### config.mk
export PLATFORM = sky130hd
export DESIGN_NAME = loop_nest_counter_flat
export DESIGN_NICKNAME = d
export VERILOG_FILES = /design/src/rtl/loop_nest_counter_pkg.sv /design/src/rtl/loop_nest_counter_if.sv /design/src/rtl/loop_nest_counter_stage.sv /design/src/rtl/loop_nest_counter.sv /design/src/flat_wrapper.sv
export SDC_FILE = /design/constraint.sdc
export NUM_CORES = 1
export LEC_CHECK = 0
export CORE_AREA = 2 2 51 76
export DETAILED_ROUTE_END_ITERATION = 16
export DIE_AREA = 0 0 53 78
export PLACE_DENSITY = 0.73
export SLEW_MARGIN = 15
export SYNTH_ARGS = -nofsm -noshare
export SYNTH_HDL_FRONTEND = slang
export SYNTH_HIERARCHICAL = 1
export SYNTH_SLANG_ARGS = --single-unit
### constraint.sdc
create_clock -name clk -period 2.7 [get_ports clk]
set_input_delay 0.27 -clock clk [delete_from_list [all_inputs] [get_ports clk]]
set_output_delay 0.27 -clock clk [all_outputs]
set_load 0.005 [all_outputs]
### src/rtl/loop_nest_counter_pkg.sv
// Shared definitions for the nested loop counter.
//   state_t   : controller FSM encoding (IDLE / RUN / DONE)
//   LEVELS_DEF, WIDTH_DEF : default geometry (3 levels x 4 bits)
//   BUS_W_DEF : packed bound/count bus width, LEVELS*WIDTH
package counter_pkg;
  typedef enum logic [1:0] {IDLE = 2'd0, RUN = 2'd1, DONE = 2'd2} state_t;

  localparam int LEVELS_DEF = 3;
  localparam int WIDTH_DEF  = 4;
  localparam int BUS_W_DEF  = LEVELS_DEF * WIDTH_DEF;
endpackage

### src/rtl/loop_nest_counter_if.sv
// Handshake/bus bundle between the CNN controller and loop_nest_counter.
//   master : controller side (drives start/step/clr/bound_i)
//   slave  : counter side (drives count_o/wrap_o/last_o/done_o/busy_o)
// Level k occupies [k*WIDTH +: WIDTH] of bound_i and count_o.
interface loop_nest_counter_if #(
  parameter int LEVELS = counter_pkg::LEVELS_DEF,
  parameter int WIDTH  = counter_pkg::WIDTH_DEF
);
  logic                      start;
  logic                      step;
  logic                      clr;
  logic [LEVELS*WIDTH-1:0]   bound_i;
  logic [LEVELS*WIDTH-1:0]   count_o;
  logic [LEVELS-1:0]         wrap_o;
  logic                      last_o;
  logic                      done_o;
  logic                      busy_o;

  modport master (
    output start, step, clr, bound_i,
    input  count_o, wrap_o, last_o, done_o, busy_o
  );

  modport slave (
    input  start, step, clr, bound_i,
    output count_o, wrap_o, last_o, done_o, busy_o
  );
endinterface

### src/rtl/loop_nest_counter_stage.sv
// One level of the nested loop counter.
//   clk, rst_n : clock, async active-low reset
//   clr, load  : synchronous zeroing (abort / start of run)
//   carry_in   : advance this level this cycle
//   bnd        : latched bound (>=1 while running); counts 0..bnd-1
//   count      : current value
//   at_max     : count == bnd-1
//   carry_out  : carry_in & at_max, i.e. this level wraps on this cycle
module counter_stage #(
  parameter int WIDTH = 4
) (
  input  logic             clk,
  input  logic             rst_n,
  input  logic             clr,
  input  logic             load,
  input  logic             carry_in,
  input  logic [WIDTH-1:0] bnd,
  output logic [WIDTH-1:0] count,
  output logic             at_max,
  output logic             carry_out
);
  localparam logic [WIDTH-1:0] ONE = {{(WIDTH-1){1'b0}}, 1'b1};

  logic [WIDTH-1:0] r_count;
  logic [WIDTH-1:0] w_top;

  assign w_top     = bnd - ONE;
  assign at_max    = (r_count == w_top);
  assign carry_out = carry_in & at_max;
  assign count     = r_count;

  // Wrapping at bnd-1 keeps the count below bnd, so it can never overflow.
  always_ff @(posedge clk or negedge rst_n) begin
    if (!rst_n)              r_count <= '0;
    else if (clr || load)    r_count <= '0;
    else if (carry_in) begin
      if (at_max)            r_count <= '0;
      else                   r_count <= r_count + ONE;
    end
  end
endmodule

### src/rtl/loop_nest_counter.sv
// Runtime-bounded N-level nested loop counter for CNN address generation.
//   clk, rst_n : clock, async active-low reset
//   bus.start  : latch bounds and zero counts (IDLE only)
//   bus.step   : advance one iteration (RUN only)
//   bus.clr    : synchronous abort to IDLE, beats start/step
//   bus.bound_i: per-level bounds, a bound of 0 is treated as 1
//   bus.count_o: per-level counts
//   bus.wrap_o : combinational, level k wraps on this step
//   bus.last_o : combinational, RUN and every level at bound-1
//   bus.done_o : one-cycle pulse (DONE state) after the final step
//   bus.busy_o : high while in RUN
module loop_nest_counter
  import counter_pkg::*;
#(
  parameter int LEVELS = LEVELS_DEF,
  parameter int WIDTH  = WIDTH_DEF
) (
  input logic               clk,
  input logic               rst_n,
  loop_nest_counter_if.slave bus
);
  state_t                         r_state;
  state_t                         w_state_nxt;
  logic [LEVELS-1:0][WIDTH-1:0]   r_bnd;
  logic [LEVELS-1:0][WIDTH-1:0]   w_count;
  logic [LEVELS-1:0]              w_at_max;
  logic [LEVELS:0]                w_carry;
  logic                           w_run;
  logic                           w_load;
  logic                           w_final;

  assign w_run   = (r_state == RUN);
  assign w_load  = (r_state == IDLE) && bus.start && !bus.clr;
  // Carry into level 0 is the qualified step; the chain ripples up from there.
  assign w_carry[0] = w_run && bus.step;
  assign w_final    = w_carry[LEVELS];

  // Bounds are sampled only on an accepted start, so bound_i may move freely
  // during RUN/DONE.
  always_ff @(posedge clk or negedge rst_n) begin
    if (!rst_n) begin
      r_bnd <= '0;
    end else if (w_load) begin
      for (int k = 0; k < LEVELS; k++) begin
        if (bus.bound_i[k*WIDTH +: WIDTH] == '0)
          r_bnd[k] <= {{(WIDTH-1){1'b0}}, 1'b1};
        else
          r_bnd[k] <= bus.bound_i[k*WIDTH +: WIDTH];
      end
    end
  end

  for (genvar k = 0; k < LEVELS; k++) begin : g_stage
    counter_stage #(.WIDTH(WIDTH)) u_stage (
      .clk       (clk),
      .rst_n     (rst_n),
      .clr       (bus.clr),
      .load      (w_load),
      .carry_in  (w_carry[k]),
      .bnd       (r_bnd[k]),
      .count     (w_count[k]),
      .at_max    (w_at_max[k]),
      .carry_out (w_carry[k+1])
    );
  end

  assign bus.count_o = w_count;
  assign bus.wrap_o  = w_carry[LEVELS:1];
  assign bus.last_o  = w_run && (&w_at_max);

  // FSM: state register
  always_ff @(posedge clk or negedge rst_n) begin
    if (!rst_n) r_state <= IDLE;
    else        r_state <= w_state_nxt;
  end

  // FSM: next state. The carry out of the top level is exactly the final step.
  always_comb begin
    w_state_nxt = r_state;
    if (bus.clr) begin
      w_state_nxt = IDLE;
    end else begin
      case (r_state)
        IDLE:    if (bus.start) w_state_nxt = RUN;
        RUN:     if (w_final)   w_state_nxt = DONE;
        DONE:                   w_state_nxt = IDLE;
        default:                w_state_nxt = IDLE;
      endcase
    end
  end

  // FSM: outputs, decoded from the registered state
  always_comb begin
    bus.busy_o = 1'b0;
    bus.done_o = 1'b0;
    case (r_state)
      RUN:     bus.busy_o = 1'b1;
      DONE:    bus.done_o = 1'b1;
      default: ;
    endcase
  end
endmodule

### src/flat_wrapper.sv
// flat-port wrapper written by rule: the top's interface ports become plain ports
module loop_nest_counter_flat import counter_pkg::*;
#(
  parameter int LEVELS = LEVELS_DEF,
  parameter int WIDTH  = WIDTH_DEF
)
  (clk, rst_n, bus_start, bus_step, bus_clr, bus_bound_i, bus_count_o, bus_wrap_o, bus_last_o, bus_done_o, bus_busy_o);
  loop_nest_counter_if #(.LEVELS(LEVELS), .WIDTH(WIDTH)) bus_i ();
  input logic clk;
  input logic rst_n;
  input wire logic [$bits(bus_i.start)-1:0] bus_start;
  input wire logic [$bits(bus_i.step)-1:0] bus_step;
  input wire logic [$bits(bus_i.clr)-1:0] bus_clr;
  input wire logic [$bits(bus_i.bound_i)-1:0] bus_bound_i;
  output wire logic [$bits(bus_i.count_o)-1:0] bus_count_o;
  output wire logic [$bits(bus_i.wrap_o)-1:0] bus_wrap_o;
  output wire logic [$bits(bus_i.last_o)-1:0] bus_last_o;
  output wire logic [$bits(bus_i.done_o)-1:0] bus_done_o;
  output wire logic [$bits(bus_i.busy_o)-1:0] bus_busy_o;
  assign bus_i.start = bus_start;
  assign bus_i.step = bus_step;
  assign bus_i.clr = bus_clr;
  assign bus_i.bound_i = bus_bound_i;
  assign bus_count_o = bus_i.count_o;
  assign bus_wrap_o = bus_i.wrap_o;
  assign bus_last_o = bus_i.last_o;
  assign bus_done_o = bus_i.done_o;
  assign bus_busy_o = bus_i.busy_o;
  loop_nest_counter #(.LEVELS(LEVELS), .WIDTH(WIDTH)) u_core (.clk(clk), .rst_n(rst_n), .bus(bus_i));
endmodule
==> results of run 1 <==
power breakdown:
part | internal [uW] | total [uW] | switching [uW]
registers | 431 | 472 | 40.7
clock network | 198 | 324 | 125
logic | 193 | 369 | 176
total | 823 | 1170 | 342
logic make-up after synthesis:
kind of cell	count (synthesis)	share of synthesized area [%]
mux	9	7.21
flops	26	43.1
buf+inv	14	4.73
xor+xnor	21	14.9
compound gates	15	6.47
simple gates	51	18.6
fa+ha+maj	6	4.97
final timing paths:
kind	startpoint	to	slack (ns)	cells past startpoint
worst max-delay path	u_core/r_bnd[4]	bus_wrap_o[1]	0.1	7
worst min-delay path	rst_n	u_core/r_state[1]	0.36	2
worst max register to register	u_core/r_bnd[4]	u_core/r_state[0]	0.42	10
worst min register to register	u_core/r_bnd[11]	u_core/r_bnd[11]	0.54	1
max in group asynchronous	rst_n	u_core/g_stage[1].u_stage/count[2]	2.08	2
min in group clk	u_core/r_bnd[11]	u_core/r_bnd[11]	0.54	1
synth_stat cells (all sizes together):
cell	n	share of area, %
or2	1	0.41
nor4b	1	1.6
a211oi	6	3.0
xnor3	3	4.5
dfrtp	26	43
nand4	3	1.2
nor2	13	3.2
nand2	9	2.2
nand3	4	1.3
nor3b	1	0.50
ha	6	5.0
o211ai	3	1.5
nor3	10	4.3
nor2b	1	0.41
nand2b	1	0.41
mux2	9	7.2
xnor2	6	3.5
inv	10	2.5
o21ai	3	0.99
a21oi	3	0.99
xor2	12	7.0
buf	4	2.2
nor4	6	2.5
and2	1	0.41
flip-flops by register name, indices dropped and copies added, names as in the netlist:
register,flops
u_core/r_state,2
u_core/g_stage.u_stage/count,12
u_core/r_bnd,12
stage by stage:
stage	setup WS (ns)	area, um2
2_1_floorplan	0.0474	1520
3_3_place_gp	0.144	1960
3_5_place_dp	0.116	1960
4_1_cts	0.0274	2050
5_1_grt	-0.0204	2130
6_report	0.0974	2130
worst max-delay path, cell delays in order, from the launching register on:
cell and delay (ns):
sky130_fd_sc_hd__dfrtp_1 0.41, sky130_fd_sc_hd__inv_1 0.06, sky130_fd_sc_hd__ha_1 0.19, sky130_fd_sc_hd__xnor3_1 0.42, sky130_fd_sc_hd__nand3_4 0.12, sky130_fd_sc_hd__nor3_4 0.24
sky130_fd_sc_hd__buf_6 0.13, sky130_fd_sc_hd__clkdlybuf4s50_1 0.48
per-layer routing:
metal | track usage, % | wire [um] | up-vias
li1 | - | - | 595
met1 | 23.9 | 1420 | 609
met2 | 33.9 | 1970 | 21
met3 | 1.73 | 88 | 4
met4 | 6.92 | 44 | 0
met5 | 0 | 0 | -
area by class of cell:
type	instances	area, um2	share of cell area, %
clock inverter	1	30.0	1.41
multi-input combinational	102	845	39.7
inverter	10	37.5	1.76
timing repair buffer	51	470	22.1
clock buffer	3	41.3	1.94
tap	42	52.6	2.47
sequential	26	651	30.6
layout by cell type (no fill, tap or decap), types with 3 or more instances in the layout:
master | netlist | routed
sky130_fd_sc_hd__o211ai_1 | 3 | 3
sky130_fd_sc_hd__dfrtp_1 | 26 | 26
sky130_fd_sc_hd__xor2_1 | 12 | 11
sky130_fd_sc_hd__a211oi_1 | 6 | 6
sky130_fd_sc_hd__xnor3_1 | 3 | 3
sky130_fd_sc_hd__buf_4 | 3 | 16
sky130_fd_sc_hd__nor4_1 | 6 | 6
sky130_fd_sc_hd__nand4_1 | 3 | 3
sky130_fd_sc_hd__inv_1 | 10 | 10
sky130_fd_sc_hd__mux2_2 | 7 | 7
sky130_fd_sc_hd__a21oi_1 | 3 | 3
sky130_fd_sc_hd__clkbuf_8 | 0 | 3
sky130_fd_sc_hd__nor2_1 | 13 | 12
sky130_fd_sc_hd__ha_1 | 6 | 6
sky130_fd_sc_hd__xnor2_1 | 6 | 5
sky130_fd_sc_hd__nor3_1 | 7 | 6
sky130_fd_sc_hd__nand2_1 | 9 | 9
sky130_fd_sc_hd__o21ai_0 | 3 | 3
sky130_fd_sc_hd__clkdlybuf4s50_1 | 0 | 33
what timing repair did:
action,CTS,global route
resized for setup,3,8
pin swaps,3,2
endpoints found under the hold margin,0,0
setup endpoints to repair,2,3
setup buffers,2,4
==> impl_results.md, run 1 <==
- Final routed DRC violation total: 0
- Total track usage: around a fifth
- Max Fclk: 384 MHz
- Worst IR Drop VDD: 0.000364 V
- Post-synthesis instance total: 142
- Root Buffer: sky130_fd_sc_hd__clkbuf_8
- Area of the mapped netlist: 1510 um2
- Critical Path RT: approximately 2.4 ns
- Die footprint: 4130 um2
- Final core area utilization: 62.3%
- Cell row count: 26
- Count of H-tree levels built during CTS: 1
- Setup Viol. Count Final: 0
- Total Negative Setup Slacks: 0 ns
- Vias: around 1200
- Power density over the cells: 548 nW/um2
- Maximum number of pins on one net before global-route repair: 27
- Hold Worst Slack: 0.361 ns
- Core Region: 3420 um2
- Source-to-sink clock delay at the later pin of the worst-skew pair: 0.27 ns
- Area added between synthesis and finish: 41.0%
- Number of standard cells in the final layout excluding fillers: roughly 240
- Routed via count divided by cell count: 5.23
- Synth warn: 6
- Share of the clock period used by the worst path after layout: roughly 96%
- Clock transition at the registers of the reported paths: 0.09 ns
- Number of register bits inferred by synthesis: 26
- Effective utilization at floorplan: 44.2%
- Net count, final: about 220
- Overflow left after global routing: 0
- Number of buffers added to fix hold violations after cts: 0
- Clock Skew: slightly above 0.006 ns
- Design Power: about 1200 uW
- Number of antenna violations at the first check in global routing: 0
- Sequential-to-total area share from yosys stat: 43.1%
- Port Buffer Count: 34
- Global-route wire length before repair: 5.98 mm
- Number of buffers created by CTS: 3
- # Max-Cap Violations: 0
- Pre-antenna DRT Iters: 4
- Total half-perimeter wirelength after legalization and detailed placement: around 2.6 mm
- Outcome: completed
- Transition time at the pin with the least slew margin: 0.537 ns
- First-iteration detailed-routing DRC count: 19
- Post-route antenna net violation count: 0
- Clock period minus worst slack: 2.60 ns
- Critical path class: flop to output pin
- Fillers: 293
- Floorplan die width: 53 um
- Worst Setup Start Kind: flop
- Count of cell types in the netlist: 27
- Count of final max-slew check failures: 0
- # IOs: 35
- Via count of the first global-routing pass: 1269
- Sum of routed wire length over all layers: 3.52 mm
- Mean instance size in the synthesized netlist: 10.6 um2
- Maximum fanout count along the critical path: 4
- Detailed-route wire length per cell: roughly 15 um
- Final hold violation count: 0
- CTS tree: built
- Proportion of layout cells with a drive suffix above 1: ~22%
- Number of clock sinks: 26
- Worst EP arrival: between 2 and 2.5 ns
- Leak pwr: 0.000943 uW
- Worst hold-check path type: primary input to asynchronous set/reset pin
- Number of inserted diodes: 0
- Tightest slew margin relative to the limit: 63.9%
- CP Capture Type: output pin
- Vertical die dimension: ~78 um
- Nets in the synthesized netlist: between 150 and 200
- Maximum clock insertion buffer count: 2
- Placed cells: approximately 230
- Gpl congestion: 0.747
Power figures use the tool's default switching activity.
==> run 2: changes to the inputs <==
ABC_CLOCK_PERIOD_IN_PS = 2700   (was unset)
HOLD_SLACK_MARGIN = 0.03   (was unset)
==> results of run 2 <==
The final DEF is identical to that of run 1; final timing and power are the same.
==> run 3: changes to the inputs <==
--- a/config.mk
+++ b/config.mk
@@ -12,4 +12,5 @@
 export HOLD_SLACK_MARGIN = 0.03
 export PLACE_DENSITY = 0.73
+export SKIP_CTS_REPAIR_TIMING = 1
 export SLEW_MARGIN = 15
 export SYNTH_ARGS = -nofsm -noshare
==> constraint.sdc (replaced) <==
create_clock -name clk -period 2.7 [get_ports clk]
set_input_delay 0.27 -clock clk [delete_from_list [all_inputs] [get_ports clk]]
set_output_delay 0.27 -clock clk [all_outputs]
set_load 0.01 [all_outputs]
==> run 3 against run 2 <==
Sequential share of layout area is 1.4 points higher. Largest cell class unchanged. Final cell count is 2.1% lower. Via count is 1.3% lower.
==> impl_results.md, run 3 (synthesis results as in run 1) <==
- Outcome: completed
- Cell row count: 26 (unchanged)
- Slack of the worst reg-to-reg path: 0.27 ns (-0.15 ns)
- Area added between synthesis and finish: 34.7%
- Reg-to-Reg Start: u_core/r_bnd[0]
- Maximum clock insertion buffer count: 2 (unchanged)
- Number of standard cells in the final layout excluding fillers: 230 (-2.1%)
- FF+latch area: 651 um2 (unchanged)
- Gpl congestion: 0.745 (-0.39%)
- Root Buffer: sky130_fd_sc_hd__clkbuf_8
- Final core area utilization: 59.5% (-2.8 points)
- Count of final max-slew check failures: 0 (unchanged)
- Worst-path cell chain: inv_1 > ha_1 > xnor3_1 > nand3_1 > nor3_2 > inv_2 > nor3_4 > inv_1 > nor3_2 > buf_2
- Worst Setup Start Kind: flop
- Effective utilization at floorplan: 44.2% (unchanged)
- Worst EP arrival: 2.26 ns (-0.07 ns)
- Cell family with most CP delay: simple AND/OR/NAND/NOR gates
- Total half-perimeter wirelength after legalization and detailed placement: 2.59 mm (+1.2%)
- Proportion of layout cells with a drive suffix above 1: 18.1% (-3.7 points)
- Source-to-sink clock delay at the later pin of the worst-skew pair: 0.27 ns (about the same)
- Post-route antenna net violation count: 0 (unchanged)
- Switching power total: 317 uW (-7.3%)
- Number of clock sinks: 26 (unchanged)
- Tightest slew margin relative to the limit: 62.7% (-1.2 points)
- Number of inserted diodes: 0 (unchanged)
- Max Fclk: 395 MHz (+2.9%)
- Share of the clock period used by the worst path after layout: 93.7% (-2.7 points)
- Via count of the first global-routing pass: 1300 (+2.4%)
- Design Power: 1060 uW (-9.3%)
- First-iteration detailed-routing DRC count: 25 (+6)
- Setup Viol. Count Final: 0 (unchanged)
- Terminus of the critical flop-to-flop path: u_core/r_state[0]
- Critical Path RT: 2.43 ns (about the same)
- Internal Power: 739 uW (-10%)
- Routed via count divided by cell count: 5.27 (+0.84%)
- Most common cell after layout, fill and taps aside: sky130_fd_sc_hd__clkdlybuf4s50_1
- Most frequent cells in the layout: 30 x sky130_fd_sc_hd__clkdlybuf4s50_1, 26 x sky130_fd_sc_hd__dfrtp_1, 13 x sky130_fd_sc_hd__nor2_1
- Power density over the cells: 520 nW/um2 (-5.1%)
- Floorplan die width: 53 um (unchanged)
- Number of antenna violations at the first check in global routing: 0 (unchanged)
- Net count, final: 212 (-2.3%)
- CP Capture Type: output pin
- # Max-Cap Violations: 0 (unchanged)
- Transition time at the pin with the least slew margin: 0.555 ns (+0.0176 ns)
- Detailed-route wire length per cell: 14.9 um (-0.73%)
- Number of buffers created by CTS: 3 (unchanged)
- Count of H-tree levels built during CTS: 1 (unchanged)
- Maximum number of pins on one net before global-route repair: 29 (+7.4%)
- Maximum fanout count along the critical path: 4 (unchanged)
- Worst hold-check path type: primary input to asynchronous set/reset pin
- Clock power frac: 23.9% (-3.9 points)
- Total buffers and inverters traversed by the critical path: 4 (+1)
- Total track usage: 18.3% (-1.0 points)
- Core Region: 3420 um2 (unchanged)
- Pre-antenna DRT Iters: 4 (unchanged)
- Fillers: 284 (-3.1%)
- Vertical die dimension: 78 um (unchanged)
- Worst-path cell with the longest stage delay: sky130_fd_sc_hd__xnor3_1
- Global-route wire length before repair: 5.63 mm (-5.9%)
- Total area of multi-input combinational cells: 803 um2 (-4.9%)
- Register-to-Register Path Depth: 12 (+2)
- Vias: 1213 (-1.3%)
- Total Negative Setup Slacks: 0 ns (unchanged)
- Clock period minus worst slack: 2.53 ns (-0.0728 ns)
- Sum of routed wire length over all layers: 3.42 mm (-2.8%)
- Critical path class: flop to output pin
- Setup repair after global routing missed its margin: yes
- Overflow left after global routing: 0 (unchanged)
- Combinational cell fraction of total power: 31.5% (-0.2 points)
- Clock transition at the registers of the reported paths: 0.09 ns (about the same)
- Die footprint: 4130 um2 (unchanged)
- Worst IR Drop VDD: 0.000303 V (-17%)
- Clock Skew: 0.00733 ns (+0.00117 ns)
- Placed cells: 224 (-0.44%)
- Setup Slack @ Placement: 0.0445 ns (-0.0713 ns)
- Switching fraction of total power: 30.0% (+0.66 points)
- Final routed DRC violation total: 0 (unchanged)
- Crit-path max cell delay: 0.37 ns (-0.11 ns)
- Port Buffer Count: 34 (unchanged)
- Leak pwr: 0.000950 uW (+0.75%)
- CTS tree: built
- # IOs: 35 (unchanged)
- Worst Slack Setup Final: 0.170 ns (+0.0728 ns)
- Final hold violation count: 0 (unchanged)
- Relative contribution of sequential cells to total power: 44.6% (+4.1 points)
-- run 3: worst register-to-register path, stage by stage, from the launching register on --
cell and delay (ns):
sky130_fd_sc_hd__dfrtp_1 0.35, sky130_fd_sc_hd__inv_1 0.04, sky130_fd_sc_hd__ha_1 0.19, sky130_fd_sc_hd__xnor3_1 0.37, sky130_fd_sc_hd__nand3_1 0.11, sky130_fd_sc_hd__nor3_2 0.26, sky130_fd_sc_hd__inv_2 0.08, sky130_fd_sc_hd__nor3_4 0.19
sky130_fd_sc_hd__inv_1 0.11, sky130_fd_sc_hd__nor3_2 0.14, sky130_fd_sc_hd__buf_4 0.16, sky130_fd_sc_hd__nor3_1 0.05, sky130_fd_sc_hd__or2_2 0.27
-- run 3: worst max-delay path by stage --
| stage | cells past startpoint | slack [ns] | to | from |
|---|---|---|---|---|
| after global routing | 10 | -0.03 | bus_wrap_o[2] | u_core/r_bnd[1] |
| after detailed placement | 10 | 0.04 | bus_wrap_o[2] | u_core/r_bnd[1] |
| after CTS | 10 | -0.31 | bus_wrap_o[2] | u_core/r_bnd[1] |
| after global placement | 10 | 0.11 | bus_wrap_o[2] | u_core/r_bnd[1] |
| final | 10 | 0.17 | bus_wrap_o[2] | u_core/r_bnd[0] |
| after floorplan | 11 | 0.05 | u_core/r_state[0] | u_core/r_bnd[0] |
-- run 3: metal layers --
layer,wire length [um],share of wire [%],vias to the layer above,track usage [%]
met5,0,0,-,0
met3,127,3.7,10,3.08
li1,-,-,592,-
met1,1380,40,579,20.2
met4,86,2.5,0,8.97
met2,1820,53,32,32.4
-- run 3: layout make-up --
type,instances,area share (%)
multi-input cells,102,39.5
repair buffers,46,21.3
clock buffers,4,2.71
flip-flops and latches,26,32.0
well taps,42,2.59
inverters,10,1.85
-- run 3: stage by stage --
step | hold slack, ns | instance area [um2]
2_1_floorplan | -0.0256 | 1520
3_3_place_gp | 0.514 | 1950
3_5_place_dp | 0.521 | 1950
4_1_cts | 0.377 | 2000
5_1_grt | 0.406 | 2030
6_report | 0.362 | 2030
-- run 3: power by group through the flow --
stage,Sequential [uW],Clock (uW),Combinational [uW]
global placement,478,0,298
finish,471,253,333
floorplan,472,0,210
CTS,473,256,316
global route,477,273,364
detailed placement,481,0,313
